==> src/rtl/microwave_pkg.sv <==
// Shared types and helpers for the microwave cook-sequence controller.
package microwave_pkg;

  localparam int DIGIT_W  = 4;
  localparam int NUM_KEYS = 10;

  // Encoding is visible on the state port, so values are fixed explicitly.
  typedef enum logic [2:0] {
    ST_IDLE  = 3'd0,
    ST_ENTRY = 3'd1,
    ST_COOK  = 3'd2,
    ST_PAUSE = 3'd3,
    ST_DONE  = 3'd4
  } state_t;

  // One-hot key vector to BCD digit. Only meaningful for a one-hot input;
  // callers qualify the result with a one-hot test.
  function automatic logic [DIGIT_W-1:0] onehot_to_bcd(input logic [NUM_KEYS-1:0] keys);
    logic [DIGIT_W-1:0] digit;
    digit = '0;
    for (int i = 0; i < NUM_KEYS; i++) begin
      if (keys[i]) digit = digit | DIGIT_W'(i);
    end
    return digit;
  endfunction

endpackage

==> src/rtl/mw_tick_div.sv <==
// Free-running divider producing one pulse every TICK_DIV enabled cycles.
// o_wrap is the combinational "last count" strobe; o_tick is its registered copy.
module mw_tick_div #(
  parameter int TICK_DIV = 50_000_000
) (
  input  logic clk,
  input  logic clrn,
  input  logic i_restart,
  input  logic i_en,
  output logic o_wrap,
  output logic o_tick
);

  localparam int CNT_W = (TICK_DIV > 1) ? $clog2(TICK_DIV) : 1;

  logic [CNT_W-1:0] r_cnt;
  logic             r_tick;

  // A restart in the same cycle as a would-be wrap takes precedence.
  assign o_wrap = i_en & ~i_restart & (r_cnt == CNT_W'(TICK_DIV - 1));
  assign o_tick = r_tick;

  // Count 0..TICK_DIV-1 while enabled; hold when disabled; restart to zero.
  always_ff @(posedge clk or negedge clrn) begin
    if (!clrn) begin
      r_cnt  <= '0;
      r_tick <= 1'b0;
    end else if (i_restart) begin
      r_cnt  <= '0;
      r_tick <= 1'b0;
    end else if (i_en) begin
      r_cnt  <= o_wrap ? '0 : r_cnt + CNT_W'(1);
      r_tick <= o_wrap;
    end else begin
      r_tick <= 1'b0;
    end
  end

endmodule

==> src/rtl/microwave_cook_ctrl.sv <==
// Cook-sequence controller: keypad entry into the BCD timer, start/pause/stop
// of the countdown, 1 Hz tick generation, magnetron gating and end-of-cook beep.
module microwave_cook_ctrl
  import microwave_pkg::*;
#(
  parameter int TICK_DIV        = 50_000_000,
  parameter int MAX_DIGITS      = 3,
  parameter int DONE_BEEP_TICKS = 3
) (
  input  logic                clk,
  input  logic                clrn,
  input  logic [NUM_KEYS-1:0] keypad,
  input  logic                startn,
  input  logic                stopn,
  input  logic                clearn,
  input  logic                door_closed,
  input  logic                timer_zero,
  output logic [DIGIT_W-1:0]  load_data,
  output logic                loadn,
  output logic                timer_clrn,
  output logic                timer_en,
  output logic                tick_1hz,
  output logic                mag,
  output logic                beep,
  output logic [2:0]          state
);

  localparam int DCNT_W = $clog2(MAX_DIGITS + 1);
  localparam int BCNT_W = $clog2(DONE_BEEP_TICKS + 1);

  state_t              r_state;
  logic [DCNT_W-1:0]   r_digit_cnt;
  logic [BCNT_W-1:0]   r_beep_cnt;
  logic [DIGIT_W-1:0]  r_load_data;
  logic                r_loadn;
  logic                r_timer_clrn;
  logic                r_timer_en;
  logic                r_beep;

  logic                r_startn_d;
  logic                r_stopn_d;
  logic                r_clearn_d;
  logic [NUM_KEYS-1:0] r_keypad_d;

  logic                w_start_ev;
  logic                w_stop_ev;
  logic                w_clear_ev;
  logic                w_key_ev;
  logic [DIGIT_W-1:0]  w_key_digit;
  logic                w_go_cook;
  logic                w_go_done;
  logic                w_div_en;
  logic                w_div_restart;
  logic                w_wrap;
  logic                w_tick;

  // Previous-cycle copies of the buttons and keypad for edge detection.
  always_ff @(posedge clk or negedge clrn) begin
    if (!clrn) begin
      r_startn_d <= 1'b1;
      r_stopn_d  <= 1'b1;
      r_clearn_d <= 1'b1;
      r_keypad_d <= '0;
    end else begin
      r_startn_d <= startn;
      r_stopn_d  <= stopn;
      r_clearn_d <= clearn;
      r_keypad_d <= keypad;
    end
  end

  assign w_start_ev  = r_startn_d & ~startn;
  assign w_stop_ev   = r_stopn_d & ~stopn;
  assign w_clear_ev  = r_clearn_d & ~clearn;
  // A key counts only when coming from all-released; chords are never accepted.
  assign w_key_ev    = (r_keypad_d == '0) && $onehot(keypad);
  assign w_key_digit = onehot_to_bcd(keypad);

  // Transitions that restart the divider are decoded here so the divider
  // sees them in the same cycle the FSM takes them.
  assign w_go_cook = (((r_state == ST_ENTRY) && !timer_zero) || (r_state == ST_PAUSE))
                     && door_closed && w_start_ev && !w_stop_ev && !w_clear_ev;
  assign w_go_done = (r_state == ST_COOK) && door_closed && timer_zero;

  assign w_div_en      = (r_state == ST_COOK) || (r_state == ST_DONE);
  assign w_div_restart = w_go_cook | w_go_done;

  mw_tick_div #(
    .TICK_DIV (TICK_DIV)
  ) u_tick_div (
    .clk       (clk),
    .clrn      (clrn),
    .i_restart (w_div_restart),
    .i_en      (w_div_en),
    .o_wrap    (w_wrap),
    .o_tick    (w_tick)
  );

  // Cook-sequence FSM with its registered strobes and levels.
  always_ff @(posedge clk or negedge clrn) begin
    if (!clrn) begin
      r_state      <= ST_IDLE;
      r_digit_cnt  <= '0;
      r_beep_cnt   <= '0;
      r_load_data  <= '0;
      r_loadn      <= 1'b1;
      r_timer_clrn <= 1'b1;
      r_timer_en   <= 1'b0;
      r_beep       <= 1'b0;
    end else begin
      r_loadn      <= 1'b1;
      r_timer_clrn <= 1'b1;
      case (r_state)
        ST_IDLE: begin
          if (w_clear_ev) begin
            r_timer_clrn <= 1'b0;
            r_digit_cnt  <= '0;
          end else if (w_key_ev) begin
            r_load_data <= w_key_digit;
            r_loadn     <= 1'b0;
            r_digit_cnt <= DCNT_W'(1);
            r_state     <= ST_ENTRY;
          end
        end
        ST_ENTRY: begin
          if (w_stop_ev || w_clear_ev) begin
            r_timer_clrn <= 1'b0;
            r_digit_cnt  <= '0;
            r_state      <= ST_IDLE;
          end else if (w_go_cook) begin
            r_timer_en <= 1'b1;
            r_state    <= ST_COOK;
          end else if (w_key_ev && (r_digit_cnt < DCNT_W'(MAX_DIGITS))) begin
            r_load_data <= w_key_digit;
            r_loadn     <= 1'b0;
            r_digit_cnt <= r_digit_cnt + DCNT_W'(1);
          end
        end
        ST_COOK: begin
          // Door open outranks everything, then timer expiry, then stop.
          if (!door_closed) begin
            r_timer_en <= 1'b0;
            r_state    <= ST_PAUSE;
          end else if (w_go_done) begin
            r_timer_en <= 1'b0;
            r_beep     <= 1'b1;
            r_beep_cnt <= '0;
            r_state    <= ST_DONE;
          end else if (w_stop_ev) begin
            r_timer_en <= 1'b0;
            r_state    <= ST_PAUSE;
          end
        end
        ST_PAUSE: begin
          if (w_stop_ev || w_clear_ev) begin
            r_timer_clrn <= 1'b0;
            r_digit_cnt  <= '0;
            r_state      <= ST_IDLE;
          end else if (w_go_cook) begin
            r_timer_en <= 1'b1;
            r_state    <= ST_COOK;
          end
        end
        ST_DONE: begin
          if (w_stop_ev || w_clear_ev) begin
            r_timer_clrn <= 1'b0;
            r_digit_cnt  <= '0;
            r_beep       <= 1'b0;
            r_state      <= ST_IDLE;
          end else if (w_wrap) begin
            if (r_beep_cnt == BCNT_W'(DONE_BEEP_TICKS - 1)) begin
              r_beep  <= 1'b0;
              r_state <= ST_IDLE;
            end else begin
              r_beep_cnt <= r_beep_cnt + BCNT_W'(1);
            end
          end
        end
        default: begin
          r_timer_en <= 1'b0;
          r_beep     <= 1'b0;
          r_state    <= ST_IDLE;
        end
      endcase
    end
  end

  // The magnetron follows the door with no register delay for safety.
  assign mag        = (r_state == ST_COOK) & door_closed;
  assign tick_1hz   = w_tick & w_div_en;
  assign load_data  = r_load_data;
  assign loadn      = r_loadn;
  assign timer_clrn = r_timer_clrn;
  assign timer_en   = r_timer_en;
  assign beep       = r_beep;
  assign state      = r_state;

endmodule
==> config.mk <==
export PLATFORM = sky130hd
export DESIGN_NAME = microwave_cook_ctrl
export DESIGN_NICKNAME = d
export VERILOG_FILES = /design/src/rtl/microwave_pkg.sv /design/src/rtl/mw_tick_div.sv /design/src/rtl/microwave_cook_ctrl.sv
export SDC_FILE = /design/constraint.sdc
export NUM_CORES = 1
export LEC_CHECK = 0
export BUFFER_PORTS_ARGS = -buffer_cell sky130_fd_sc_hd__buf_2
export CORE_MARGIN = 2
export CORE_UTILIZATION = 60
export DETAILED_ROUTE_END_ITERATION = 8
export MAX_ROUTING_LAYER = met4
export PLACE_DENSITY = 0.8
export SYNTH_ARGS = -nofsm -noshare
export SYNTH_HDL_FRONTEND = slang
export SYNTH_HIERARCHICAL = 1
export SYNTH_SLANG_ARGS = --single-unit
==> constraint.sdc <==
create_clock -name clk -period 3 [get_ports clk]
set_clock_uncertainty 0.1 [all_clocks]
set_input_delay 0.15 -clock clk [delete_from_list [all_inputs] [get_ports clk]]
set_output_delay 0.15 -clock clk [all_outputs]
set_load 0.1 [all_outputs]
==> impl_metrics.xml <==
<?xml version="1.0" encoding="UTF-8"?>
<metrics>
  <group name="outcome">
    <metric name="status" unit="">finished with violations</metric>
    <metric name="failing_checks" unit="">setup timing</metric>
  </group>
  <group name="timing">
    <metric name="timing_max_transition_violations_final" unit="">0</metric>
    <metric name="layout_min_cycle_time" unit="ns">3.53</metric>
    <metric name="timing.fmax" unit="MHz">283</metric>
    <metric name="max_slew_headroom_at_the_worst_pin" unit="%">61.6</metric>
    <metric name="finalWorstSetupSlack" unit="ns">-0.532</metric>
    <metric name="layout_worst_path_cycle_share" unit="%">118</metric>
    <metric name="finalSetupViolCount" unit="">8</metric>
    <metric name="worst_pin_slew" unit="ns">0.575</metric>
    <metric name="rsz_0062_raised_after_global_routing" unit="">true</metric>
    <metric name="timing.final.hold_violations" unit="">0</metric>
  </group>
  <group name="finish">
    <metric name="final_layout_size_suffix_gt1_share" unit="%">25.7</metric>
    <metric name="mostFrequentLayoutCell" unit="">sky130_fd_sc_hd__dfrtp_1</metric>
    <metric name="mostFrequentLayoutCells" unit="">sky130_fd_sc_hd__dfrtp_1, sky130_fd_sc_hd__nor2_1, sky130_fd_sc_hd__nand2_1, sky130_fd_sc_hd__buf_2, sky130_fd_sc_hd__buf_4</metric>
    <metric name="final_cell_count_without_fillers" unit="">500</metric>
    <metric name="finalNetCount" unit="">456</metric>
    <metric name="fillCellCount" unit="">378</metric>
    <metric name="relative_area_change_from_synthesis_to_final_layout" unit="%">18.6</metric>
    <metric name="antenna_cells" unit="">0</metric>
  </group>
  <group name="logic_synthesis">
    <metric name="synth_top_area_share" unit="%">35.7</metric>
    <metric name="yosysUniqueCellTypes" unit="">79</metric>
    <metric name="synth_enable_flop_cells" unit="">0</metric>
    <metric name="number_of_nets_in_the_synthesized_netlist" unit="">402</metric>
    <metric name="synth_seq_cells" unit="">55</metric>
    <metric name="yosysWarningCount" unit="">6</metric>
    <metric name="largest_cells_by_area_after_synthesis" unit="">sky130_fd_sc_hd__dfrtp_1, sky130_fd_sc_hd__nor2_1, sky130_fd_sc_hd__dfstp_2</metric>
    <metric name="total_standard_cell_area_after_synthesis" unit="µm²">3500</metric>
    <metric name="sequential_element_share_of_the_synthesized_area" unit="%">39.5</metric>
    <metric name="postSynthCellCount" unit="">373</metric>
    <metric name="async_reset_ff_share" unit="%">100</metric>
    <metric name="synth_area_per_cell" unit="µm²">9.39</metric>
    <metric name="netlist.top_cell.by_area" unit="">sky130_fd_sc_hd__dfrtp_1</metric>
    <metric name="synth-main-ff-cell" unit="">sky130_fd_sc_hd__dfrtp_1</metric>
  </group>
  <group name="worst_setup_path">
    <metric name="criticalPathCategory" unit="">in2reg</metric>
    <metric name="setup.worst_path.start_class" unit="">input pin</metric>
    <metric name="timing.critical_path.required" unit="ns">3.10</metric>
    <metric name="critical_path.reg2reg.startpoint" unit="">state[1]</metric>
    <metric name="worst-r2r-cell-count" unit="">10</metric>
    <metric name="worst_setup_path_end_kind" unit="">flop</metric>
    <metric name="critical_path_data_arrival_time" unit="ns">3.64</metric>
    <metric name="r2r_end" unit="">r_beep_cnt[1]</metric>
    <metric name="crit_fanout" unit="">3</metric>
    <metric name="timing.reg2reg.setup_slack" unit="ns">0.38</metric>
  </group>
  <group name="power_and_ir_drop">
    <metric name="netSwitchingFraction" unit="%">27.8</metric>
    <metric name="power_report.internal_total" unit="W">0.00115</metric>
    <metric name="share_clk_of_total_power" unit="%">31.9</metric>
    <metric name="net-switching-power" unit="W">0.000441</metric>
    <metric name="p_per_area" unit="nW/µm²">382</metric>
    <metric name="power.share.combinational" unit="%">18.1</metric>
    <metric name="sequentialPowerShare" unit="%">50.0</metric>
    <metric name="vdd.ir_drop.worst" unit="mV">0.359</metric>
    <metric name="leakagePower" unit="nW">1.74</metric>
  </group>
  <group name="flow_run">
    <metric name="cap_viol_max_count" unit="">0</metric>
  </group>
  <group name="routing">
    <metric name="final_wirelength" unit="µm">8900</metric>
    <metric name="drtAntennaViolNets" unit="">0</metric>
    <metric name="route.detailed.drc" unit="">0</metric>
    <metric name="detailedRoute.firstIterationViolations" unit="">371</metric>
    <metric name="dr_total_vias" unit="">3225</metric>
    <metric name="detail_route.first_pass.iterations" unit="">7</metric>
    <metric name="viasPerCell" unit="">6.45</metric>
    <metric name="routed_wire_length_per_instance" unit="µm">17.8</metric>
  </group>
  <group name="global_routing">
    <metric name="overflow" unit="">0</metric>
    <metric name="vias_in_the_first_global_route" unit="">3125</metric>
    <metric name="grt_first_pass_wirelength" unit="µm">14900</metric>
    <metric name="antenna_violations_before_repair" unit="">0</metric>
    <metric name="track_usage" unit="%">30.4</metric>
    <metric name="pin_count_of_the_biggest_net_entering_global_routing" unit="">37</metric>
  </group>
  <group name="hold_path">
    <metric name="hold_depth" unit="">3</metric>
    <metric name="min_delay_worst_endpoint" unit="">load_data[2]</metric>
    <metric name="hp-class" unit="">in2reg</metric>
    <metric name="timing.hold.worst.start" unit="">keypad[4]</metric>
  </group>
  <group name="clock_tree">
    <metric name="root_buffer" unit="">sky130_fd_sc_hd__clkbuf_8</metric>
    <metric name="cts_buffer_count" unit="">5</metric>
    <metric name="path_clk_slew" unit="ns">0.11</metric>
    <metric name="tritoncts_clock_tree" unit="">done</metric>
    <metric name="max-clock-path-buffers" unit="">2</metric>
    <metric name="clkLatencyLatePin" unit="ns">0.32</metric>
    <metric name="clkSinkCount" unit="">55</metric>
    <metric name="htreeDepth" unit="">2</metric>
  </group>
  <group name="placed_design">
    <metric name="port-buffer-count" unit="">29</metric>
    <metric name="place_hpwl" unit="µm">5850</metric>
    <metric name="place_congestion" unit="">0.890</metric>
    <metric name="placed_cells_incl_taps" unit="">473</metric>
    <metric name="dp_worst_setup_slack" unit="ns">-0.820</metric>
  </group>
  <group name="floorplanning">
    <metric name="die_width" unit="µm">80.4</metric>
    <metric name="y_dimension_of_the_die" unit="µm">80.4</metric>
    <metric name="fp.dieArea" unit="µm²">6470</metric>
    <metric name="ioPinCount" unit="">30</metric>
    <metric name="fp.coreArea" unit="µm²">5570</metric>
    <metric name="row_count" unit="">27</metric>
    <metric name="initial_utilization" unit="%">62.9</metric>
  </group>
</metrics>
-- repair_timing --
action / in CTS / in global routing
setup buffers: 4 / 3
setup endpoints to repair: 8 / 9
gates cloned: 0 / 0
hold endpoints to repair: 31 / 0
gates resized for setup: 2 / 12
hold buffers: 14 / 0
pin swaps: 7 / 7
-- sequential cells by signal (all words and copies together) (netlist names) --
name / flops
state: 3
r_keypad_d: 10
r_beep_cnt: 2
beep: 1
r_startn_d: 1
r_stopn_d: 1
loadn: 1
u_tick_div/o_tick: 1
timer_en: 1
r_digit_cnt: 2
u_tick_div/r_cnt: 26
r_clearn_d: 1
load_data: 4
timer_clrn: 1
-- worst max-delay path, stage by stage --
cell	delay, ns
sky130_fd_sc_hd__buf_8	0.10
sky130_fd_sc_hd__fa_1	0.51
sky130_fd_sc_hd__fa_1	0.53
sky130_fd_sc_hd__inv_1	0.06
sky130_fd_sc_hd__fa_1	0.45
sky130_fd_sc_hd__inv_1	0.09
sky130_fd_sc_hd__ha_2	0.19
sky130_fd_sc_hd__inv_2	0.04
sky130_fd_sc_hd__fa_2	0.53
sky130_fd_sc_hd__nand4_1	0.16
sky130_fd_sc_hd__nor2_4	0.18
sky130_fd_sc_hd__a21oi_1	0.11
sky130_fd_sc_hd__a211oi_4	0.21
sky130_fd_sc_hd__mux2_4	0.32
-- power groups by stage --
| stage | sequential [W] | combinational, W | clock (W) |
|---|---|---|---|
| 3_3_place_gp | 0.000807 | 0.000215 | 0 |
| 3_5_place_dp | 0.000808 | 0.000230 | 0 |
| 2_1_floorplan | 0.000820 | 0.000129 | 0 |
| 6_report | 0.000794 | 0.000288 | 0.000507 |
| 4_1_cts | 0.000793 | 0.000253 | 0.000521 |
| 5_1_grt | 0.000799 | 0.000321 | 0.000544 |
-- area by class of cell --
cell class | instances | area (µm²) | area share [%]
Multi-Input combinational cell | 277 | 1990 | 47.9
Sequential cell | 55 | 1390 | 33.4
Timing Repair Buffer | 68 | 493 | 11.9
Tap cell | 72 | 90.1 | 2.17
Inverter | 20 | 77.6 | 1.87
Clock buffer | 5 | 68.8 | 1.66
Clock inverter | 3 | 46.3 | 1.11
-- layer usage --
| metal | vias up | global-route usage, % | routed length, µm | part of all wire (%) |
|---|---|---|---|---|
| met5 | - | - | 0 | 0 |
| met4 | 0 | 10.8 | 193 | 2.2 |
| met3 | 25 | 5.17 | 600 | 6.7 |
| met2 | 152 | 47.6 | 4340 | 49 |
| met1 | 1550 | 40.4 | 3770 | 42 |
| li1 | 1498 | - | - | - |
-- cells by family after synthesis --
logic type / after synthesis / synth area share (%)
simple gates: 180 / 31.6
compound gates: 78 / 16.1
flops: 55 / 39.5
buf+inv: 41 / 5.32
fa+ha+maj: 12 / 5.57
xor+xnor: 4 / 1.00
mux: 3 / 0.929
-- synth_stat cells, drive strengths merged (3+ instances only) --
library cell / n
clkbuf: 10
and2: 4
dfstp: 5
or4: 4
a31oi: 3
o21ai: 11
nand2b: 6
and4: 5
nand2: 28
nand4: 18
a41oi: 3
nor3b: 3
and3: 4
o211ai: 7
a211o: 3
o2111ai: 7
nor2b: 6
o311ai: 4
a211oi: 3
nand3: 20
o31ai: 3
inv: 20
dfrtp: 50
buf: 11
fa: 6
ha: 6
o41ai: 4
nor4: 13
nor3: 14
nor4b: 3
nor2: 41
a21oi: 16
xor2: 3
-- through the flow --
step	total power (W)	hold WS, ns	utilization, %	TNS (ns)	cell area [µm²]
final	0.00159	0.0453	74.6	-3.56	4160
after global routing	0.00166	0.0459	74.6	-4.53	4160
after CTS	0.00157	0.0377	73.3	-2.77	4090
after detailed placement	0.00104	0.0271	68.1	-5.07	3800
after global placement	0.00102	0.0202	68.1	-4.34	3800
after floorplan	0.000949	-0.246	-	-2.80	3520
-- worst max-delay path by stage --
stage / cells after the start / start / to
floorplan: 13 / keypad[0] / r_digit_cnt[0]
global placement: 15 / keypad[0] / r_digit_cnt[0]
detailed placement: 15 / keypad[0] / r_digit_cnt[0]
CTS: 15 / keypad[0] / r_digit_cnt[0]
global route: 16 / keypad[0] / load_data[1]
finish: 14 / keypad[0] / r_digit_cnt[0]
Note: power is estimated with default switching activity, not from simulation.
